`src/rtl/fb_pkg.sv`:
```
// fb_pkg: shared definitions for the 16-band serial nonuniform filter bank
// sequencer.
//   - scheduler FSM state encoding
//   - default geometry constants (phases, bands, data widths)
//   - band_slice(): extracts band k from the flattened band result bus
package fb_pkg;

  localparam int unsigned NUM_PHASES = 55;
  localparam int unsigned NUM_BANDS  = 16;
  localparam int unsigned IN_W       = 11;
  localparam int unsigned OUT_W      = 29;
  localparam int unsigned PHASE_W    = 6;
  localparam int unsigned BAND_W     = 4;

  typedef enum logic [1:0] {
    ST_IDLE,
    ST_LOAD,
    ST_RUN,
    ST_HOLD
  } fb_state_e;

  function automatic logic [OUT_W-1:0] band_slice(
    input logic [NUM_BANDS*OUT_W-1:0] flat,
    input int unsigned                k
  );
    return flat[k*OUT_W +: OUT_W];
  endfunction

endpackage

```
`src/rtl/fb_out_serializer.sv`:
```
// fb_out_serializer: captures all band results in one cycle and streams them
// out over valid/ready, lowest band first, tagged with the band index.
// Ports:
//   clk, rst       clock, asynchronous active-high reset
//   i_capture      load i_band into the capture registers, restart at band 0
//   i_band         flattened band results, band k at [k*OUT_W +: OUT_W]
//   i_ready        downstream ready
//   o_valid        output valid
//   o_data/o_band  captured result and its band index
//   o_idle         a capture this cycle is allowed (nothing pending after
//                  this cycle's transfer)
module fb_out_serializer #(
  parameter int unsigned NUM_BANDS = 16,
  parameter int unsigned OUT_W     = 29,
  parameter int unsigned BAND_W    = 4
) (
  input  logic                       clk,
  input  logic                       rst,
  input  logic                       i_capture,
  input  logic [NUM_BANDS*OUT_W-1:0] i_band,
  input  logic                       i_ready,
  output logic                       o_valid,
  output logic [OUT_W-1:0]           o_data,
  output logic [BAND_W-1:0]          o_band,
  output logic                       o_idle
);

  logic [OUT_W-1:0]  r_cap [NUM_BANDS];
  logic [BAND_W-1:0] r_idx;
  logic              r_valid;
  logic              w_xfer;
  logic              w_last;

  assign w_xfer = r_valid & i_ready;
  assign w_last = (r_idx == BAND_W'(NUM_BANDS - 1));
  // Idle also while the last band is leaving, so a new frame can be captured
  // back-to-back without a gap in o_valid.
  assign o_idle = !r_valid || (w_xfer && w_last);

  always_ff @(posedge clk or posedge rst) begin
    if (rst) begin
      r_valid <= 1'b0;
      r_idx   <= '0;
      for (int unsigned i = 0; i < NUM_BANDS; i++) r_cap[i] <= '0;
    end else if (i_capture) begin
      r_valid <= 1'b1;
      r_idx   <= '0;
      for (int unsigned i = 0; i < NUM_BANDS; i++) r_cap[i] <= i_band[i*OUT_W +: OUT_W];
    end else if (w_xfer) begin
      if (w_last) r_valid <= 1'b0;
      else        r_idx   <= r_idx + 1'b1;
    end
  end

  assign o_valid = r_valid;
  assign o_data  = r_cap[r_idx];
  assign o_band  = r_idx;

endmodule

```
`src/rtl/fb_frame_scheduler.sv`:
```
// fb_frame_scheduler: sequencer for the 16-band serial nonuniform filter bank.
// Buffers one input sample, strobes it into the shared delay pipeline, runs
// the shared NUM_PHASES-cycle MAC phase counter and hands each finished frame
// to the output serializer.
// Ports:
//   clock, reset          clock, asynchronous active-high reset
//   clk_enable            advance enable for FSM and phase counter only
//   s_valid/s_ready/s_data   input sample handshake (one-entry buffer)
//   shift_en, sample_out  one-cycle pipeline shift strobe and its sample
//   phase, frame_end      MAC phase broadcast, final-phase flag
//   band_in               flattened band results, band k at [k*OUT_W +: OUT_W]
//   m_valid/m_ready/m_data/m_band   serialized band output stream
//   stall_cnt             enabled cycles spent waiting in HOLD
// Build option: define FB_STALL_CNT_EN to implement stall_cnt (saturating
// 16-bit); otherwise stall_cnt is tied to 0.
module fb_frame_scheduler #(
  parameter int unsigned NUM_PHASES = fb_pkg::NUM_PHASES,
  parameter int unsigned NUM_BANDS  = fb_pkg::NUM_BANDS,
  parameter int unsigned IN_W       = fb_pkg::IN_W,
  parameter int unsigned OUT_W      = fb_pkg::OUT_W,
  parameter int unsigned PHASE_W    = fb_pkg::PHASE_W,
  parameter int unsigned BAND_W     = fb_pkg::BAND_W
) (
  input  logic                       clock,
  input  logic                       reset,
  input  logic                       clk_enable,
  input  logic                       s_valid,
  output logic                       s_ready,
  input  logic signed [IN_W-1:0]     s_data,
  output logic                       shift_en,
  output logic signed [IN_W-1:0]     sample_out,
  output logic [PHASE_W-1:0]         phase,
  output logic                       frame_end,
  input  logic [NUM_BANDS*OUT_W-1:0] band_in,
  output logic                       m_valid,
  input  logic                       m_ready,
  output logic signed [OUT_W-1:0]    m_data,
  output logic [BAND_W-1:0]          m_band,
  output logic [15:0]                stall_cnt
);

  import fb_pkg::*;

  fb_state_e         r_state, w_state_nxt;
  logic [PHASE_W-1:0] r_phase, w_phase_nxt;
  logic              r_buf_full;
  logic [IN_W-1:0]   r_buf;
  logic              w_last_phase;
  logic              w_load;
  logic              w_capture;
  logic              w_ser_idle;

  assign w_last_phase = (r_phase == PHASE_W'(NUM_PHASES - 1));

  always_ff @(posedge clock or posedge reset) begin
    if (reset) begin
      r_state <= ST_IDLE;
      r_phase <= '0;
    end else begin
      r_state <= w_state_nxt;
      r_phase <= w_phase_nxt;
    end
  end

  always_comb begin
    w_state_nxt = r_state;
    w_phase_nxt = r_phase;
    w_load      = 1'b0;
    w_capture   = 1'b0;
    case (r_state)
      ST_IDLE: begin
        w_phase_nxt = '0;
        if (r_buf_full) w_state_nxt = ST_LOAD;
      end
      ST_LOAD: begin
        w_load      = 1'b1;
        w_phase_nxt = '0;
        w_state_nxt = ST_RUN;
      end
      ST_RUN: begin
        if (!w_last_phase) begin
          w_phase_nxt = r_phase + 1'b1;
        end else if (w_ser_idle) begin
          w_capture   = 1'b1;
          w_phase_nxt = '0;
          w_state_nxt = ST_IDLE;
        end else begin
          w_state_nxt = ST_HOLD;
        end
      end
      ST_HOLD: begin
        if (w_ser_idle) begin
          w_capture   = 1'b1;
          w_phase_nxt = '0;
          w_state_nxt = ST_IDLE;
        end
      end
      default: w_state_nxt = ST_IDLE;
    endcase
    // A disabled cycle freezes everything the FSM drives, including the
    // shift strobe and capture, so each still fires exactly once per frame.
    if (!clk_enable) begin
      w_state_nxt = r_state;
      w_phase_nxt = r_phase;
      w_load      = 1'b0;
      w_capture   = 1'b0;
    end
  end

  // One-entry input buffer; handshake runs regardless of clk_enable.
  always_ff @(posedge clock or posedge reset) begin
    if (reset) begin
      r_buf_full <= 1'b0;
      r_buf      <= '0;
    end else if (w_load) begin
      r_buf_full <= 1'b0;
    end else if (s_valid && !r_buf_full) begin
      r_buf_full <= 1'b1;
      r_buf      <= s_data;
    end
  end

  assign s_ready    = !r_buf_full;
  assign shift_en   = w_load;
  assign sample_out = r_buf;
  assign phase      = r_phase;
  assign frame_end  = (r_state == ST_HOLD) || ((r_state == ST_RUN) && w_last_phase);

  fb_out_serializer #(
    .NUM_BANDS (NUM_BANDS),
    .OUT_W     (OUT_W),
    .BAND_W    (BAND_W)
  ) u_ser (
    .clk       (clock),
    .rst       (reset),
    .i_capture (w_capture),
    .i_band    (band_in),
    .i_ready   (m_ready),
    .o_valid   (m_valid),
    .o_data    (m_data),
    .o_band    (m_band),
    .o_idle    (w_ser_idle)
  );

`ifdef FB_STALL_CNT_EN
  logic [15:0] r_stall_cnt;

  always_ff @(posedge clock or posedge reset) begin
    if (reset) begin
      r_stall_cnt <= '0;
    end else if (clk_enable && (r_state == ST_HOLD) && (r_stall_cnt != '1)) begin
      r_stall_cnt <= r_stall_cnt + 1'b1;
    end
  end

  assign stall_cnt = r_stall_cnt;
`else
  assign stall_cnt = '0;
`endif

endmodule

```
`config.mk`:
```
export PLATFORM = sky130hd
export DESIGN_NAME = fb_frame_scheduler
export DESIGN_NICKNAME = d
export VERILOG_FILES = /design/src/rtl/fb_pkg.sv /design/src/rtl/fb_out_serializer.sv /design/src/rtl/fb_frame_scheduler.sv
export SDC_FILE = /design/constraint.sdc
export NUM_CORES = 1
export LEC_CHECK = 0
export ABC_AREA = 0
export ABC_CLOCK_PERIOD_IN_PS = 26200
export CORE_AREA = 2 2 234 213
export CTS_BUF_LIST = sky130_fd_sc_hd__clkbuf_4 sky130_fd_sc_hd__clkbuf_8
export CTS_CLUSTER_SIZE = 10
export DETAILED_ROUTE_END_ITERATION = 16
export DIE_AREA = 0 0 236 215
export HOLD_SLACK_MARGIN = 0.08
export PLACE_DENSITY_LB_ADDON = 0.25
export SYNTH_ARGS = -nofsm -noshare
export SYNTH_HDL_FRONTEND = slang
export SYNTH_SLANG_ARGS = --single-unit
```
`constraint.sdc`:
```
create_clock -name clock -period 26.2 [get_ports clock]
set_input_delay 7.86 -clock clock [delete_from_list [all_inputs] [get_ports clock]]
set_output_delay 7.86 -clock clock [all_outputs]
set_load 0.01 [all_outputs]
```
* Yosys cells after proc, flatten, opt, wreduce, memory -nomap -nowiden
Cells that the tools add are included.
** Word-level totals
- Register bits after elaboration :: 489
** Cells by class
- Reductions and logical operators :: 16
- Multiplexer cells :: 25
- Add/sub/neg operators :: 2
- Bitwise logic cells :: 3
- Eq/ne operators :: 9
- Magnitude comparators :: 1
** Operators by type and width (count)
- $bmux 29 s4 :: 1
- $mux 29 :: 2
- $pmux 6 s3 :: 1
- $mux 4 :: 3
- $mux 6 :: 2
- $mux 1 :: 10
- $mux 2 :: 4
- $pmux 2 s4 :: 1
- $add 6x1->6 const B :: 1
- $eq 6x6->1 const B :: 1
- $reduce_and 2->1 :: 3
- $reduce_bool 2->1 :: 3
- $ge 5x5->1 const B :: 1
- $not 4->5 :: 1
- $add 4x1->4 const B :: 1
- $eq 2x2->1 const B :: 2
- $eq 4x4->1 const B :: 1
- $ne 2x1->1 const B :: 2
- $ne 2x2->1 const B :: 2
- $reduce_and 4->1 :: 1
- $logic_and 1x1->1 :: 3
- $eq 2x1->1 const B :: 1
- $logic_not 1->1 :: 2
- $logic_not 2->1 :: 1
- other kinds (5) :: 6

* Longest topological paths before layout
- Depth after elaboration :: 9
- Depth in mapped cells :: 9
- Gate-level depth less buffers :: 6

* Hierarchy
A second synthesis with hierarchy kept.
** Unflattened totals
- Cell total of the unflattened synthesis :: 1420
- Area, all modules :: 22275.1 um2
** Modules (own cells, without submodules)
- fb_out_serializer :: times used 1, area each 21152.8 um2, cells each 1314, sequential area each 11736.3 um2
- fb_frame_scheduler :: times used 1, area each 1122.3 um2, cells each 106, sequential area each 500.5 um2

* Worst setup path before layout
OpenSTA, ideal clock, no wires.
- Path type :: input to output
- From :: input port clk_enable
- To :: output port shift_en
- Data arrival time :: 8.392 ns
- Data required time :: 18.340 ns
- Setup slack :: 9.948 ns
- Cell stages on the path :: 3
- Buffers on the path :: 0
- Cell sequence :: inv_1 or3_1 inv_1
** Between the ends
- Word-level cells in the longest chain between the ends :: 1
** Ends and longest elaborated chain
- from (decl) :: line fb_frame_scheduler.sv:26 : input logic clk_enable,
- $mux 1 :: line fb_frame_scheduler.sv:102 : if (!clk_enable) begin
- to (decl) :: line fb_frame_scheduler.sv:30 : output logic shift_en,
Every way passes these cells.

* Worst setup path after layout
Same ends and word-level chain as after synthesis.

==> out/results.tsv <==
stage	metric	value	unit
timing	fin_crit	17.46	ns
power	powerDensity	114	nW/um^2
cts	ctsHoldBuffers	0	
finish	layout-drive-gt1-share	0.391	
power	p_int	2.45	mW
timing	clock_skew	0.0462	ns
synth	synth-edff-count	0	
power	p_switching	1.06	mW
cts	ctsResizeCount	0	
placed_design	pre_cts_ws	8.76	ns
global_routing	grt_max_degree	153	
timing	slew_violations	0	
timing	hold_violations	0	
timing	tightest_slew	1.27	ns
worst_setup_path	r2r-end	u_ser.r_cap[322]$_DFFE_PP0P_	
power	clkPwrFrac	0.210	
synth	synth_cell_types	40	
die	core_area	48500	um^2
cts	clock_latency	0.67	ns
placed_design	dp.cells	2436	
hold_path	worstHoldPathType	flop to flop	
cts	root_buffer	clkbuf_8	
die	dieHeight	215	um
routing	dr.pass1.iters	4	
synth	synthFlopType	dfrtp_1	
hold_path	worstHoldEndpoint	u_ser.r_cap[39]$_DFFE_PP0P_	
finish	post-route-util	0.636	
placed_design	io_buffers	533	
routing	drt_wl_total	64900	um
cts	clk_pin_slew	0.05	ns
worst_setup_path	critPathLaunchType	input pin	
cts	postCtsSetupBuffers	0	
power	pwr-share-comb	0.411	
global_routing	grt_usage	0.256	
finish	nNetsFinal	2373	
routing	drt_iter0_drc	742	
routing	highest_layer	met5	
worst_setup_path	rr_startpoint	u_ser.o_band[0]$_DFFE_PP0P_	
synth	synth_seq_area_share	0.512	
routing	met2WireLength	31800	um
power	ir_worst_vdd	0.0000699	V
routing	vias_per_cell	5.34	
cts	cts_buffer_depth	3	
routing	wirelength_met1	25900	um
cts	cts_tree	yes	
worst_setup_path	path_class	input pin to primary output	
routing	drc	0	
placed_design	gp_congestion	0.857	
timing	fmax	0.0573	GHz
placed_design	post_dp_cell_area	29000	um^2
die	dieArea	50700	um^2
global_routing	antenna_found_initial	39	
synth	async_flop_share	1.00	
timing	fin_tns_setup	0	ns
synth	synth_top_area_share	0.512	
global_routing	grt_pass1_vias	15500	
placed_design	dp_hpwl	44800	um
power	switching_share	0.302	
finish	final_area	30800	um^2
finish	fin_cells	2606	
global_routing	grt-ovfl-total	0	
die	row_count	77	
synth	avgSynthCellArea	17.7	um^2
synth	synthTopCellsByArea	dfrtp_1 (51%), mux2_4 (25%), mux4_2 (11%)	
power	p_total	3.50	mW
synth	ys_warn_count	0	
run	maxCapViolCount	0	
finish	synthToLayoutAreaGrowth	29.1	%
timing	whs	0.502	ns
timing	setup_slack	8.74	ns
die	initial_core_util	0.493	
global_routing	grt_pass1_wl	97000	um
timing	setup_viol	0	
worst_setup_path	arrival	9.60	ns
hold_path	holdPathStages	1	
routing	wl_per_cell	24.9	um
worst_setup_path	r2r_cells	8	
cts	cts_num_sinks	489	
synth	syn_inst	1349	
synth	ys_ff_latch	489	
timing	fin_crit_sh	0.666	
cts	cts_max_level	3	
worst_setup_path	end_kind	primary output	
power	p_seq_frac	0.379	
cts	cts_buffers	84	
synth	mappedNetlistArea	23900	um^2
worst_setup_path	cp.required	18.34	ns
die	ioPinCount	550	
routing	dr_total_vias	13900	
synth	synth.largest_area_cell	dfrtp_1	
routing	ant_nets	0	
routing	dr_wl_met3	5180	um
hold_path	hp-start	u_ser.r_cap[39]$_DFFE_PP0P_	
die	die_x	236	um
timing	rsz0062_at_grt	no	
worst_setup_path	worstPathMaxFanout	7	
worst_setup_path	reg2reg_slack	20.98	ns
timing	slew_headroom	0.153	
power	p_leak	13.3	nW
status	status	complete, no violations	
layer usage:
metal  vias to the layer above  track usage
met5                         -            0
met4                        30       0.0892
met3                       126        0.100
met2                       416        0.415
met1                      7232        0.314
li1                       6120            -
cell usage after synthesis, types with 5 or more instances:
library cell  count
clkbuf_1         14
dfrtp_1         489
nand2_1          10
inv_1             6
mux4_2          116
mux2_4          400
buf_2            21
nand3_1           7
o22ai_1          58
nor2_1           37
buf_1             5
buf_12           44
mux2_2           75
buf_4            20
kinds of logic after synthesis:
| family | after synthesis | synth area share |
|---|---|---|
| AO/OA/AOI/OAI | 77 | 0.0212 |
| buffers and inverters | 114 | 0.0534 |
| AND/OR/NAND/NOR | 70 | 0.0136 |
| multiplexers | 591 | 0.396 |
| flip-flops | 489 | 0.512 |
| other | 1 | 0.000157 |
| adder cells (fa/ha/maj) | 3 | 0.00157 |
| XOR/XNOR | 4 | 0.00147 |
sequential cells by signal, indices dropped and copies added, names as in the netlist:
name           cells
u_ser.o_band       4
phase              6
r_buf_full         1
u_ser.r_cap      464
u_ser.o_valid      1
sample_out        11
r_state            2
area by class of cell:
| type | instances | area (um^2) |
|---|---|---|
| fill | 3586 | 17600 |
| sequential | 489 | 12200 |
| multi-input combinational | 761 | 10400 |
| timing repair buffer | 548 | 5500 |
| clock buffer | 125 | 1550 |
| tap | 632 | 791 |
| clock inverter | 20 | 210 |
| antenna | 25 | 62.6 |
| inverter | 6 | 30.0 |
cells in the final DEF (no fill, tap or decap), types with 5 or more instances in the layout:
master and n:
dfrtp_1 486, nand2_1 10, diode_2 25, mux2_2 75
clkbuf_8 98, buf_4 11, o22ai_1 58, clkbuf_4 27
mux4_2 116, conb_1 16, mux2_4 400, nand3_1 7
nor2_1 37, inv_1 5, clkdlybuf4s50_1 533, clkinv_2 12
worst max-delay path, stage by stage:
cell and delay (ns):
clkdlybuf4s50_1 0.60, inv_1 0.09, or3_1 0.43, inv_1 0.09
clkdlybuf4s50_1 0.53
power by group through the flow:
stage / logic, mW / clock network, mW / registers (mW)
floorplan: 1.04 / 0 / 1.24
global placement: 1.43 / 0 / 1.32
detailed placement: 1.45 / 0 / 1.33
CTS: 1.47 / 0.752 / 1.33
global route: 1.53 / 0.787 / 1.37
finish: 1.44 / 0.734 / 1.33
worst max path at each step:
stage / start / to
2_1_floorplan: reset / phase[0]$_DFFE_PP0P_
3_3_place_gp: clk_enable / shift_en
3_5_place_dp: clk_enable / shift_en
4_1_cts: clk_enable / shift_en
5_1_grt: clk_enable / shift_en
6_report: clk_enable / shift_en
(Power assumes the default switching activity.)
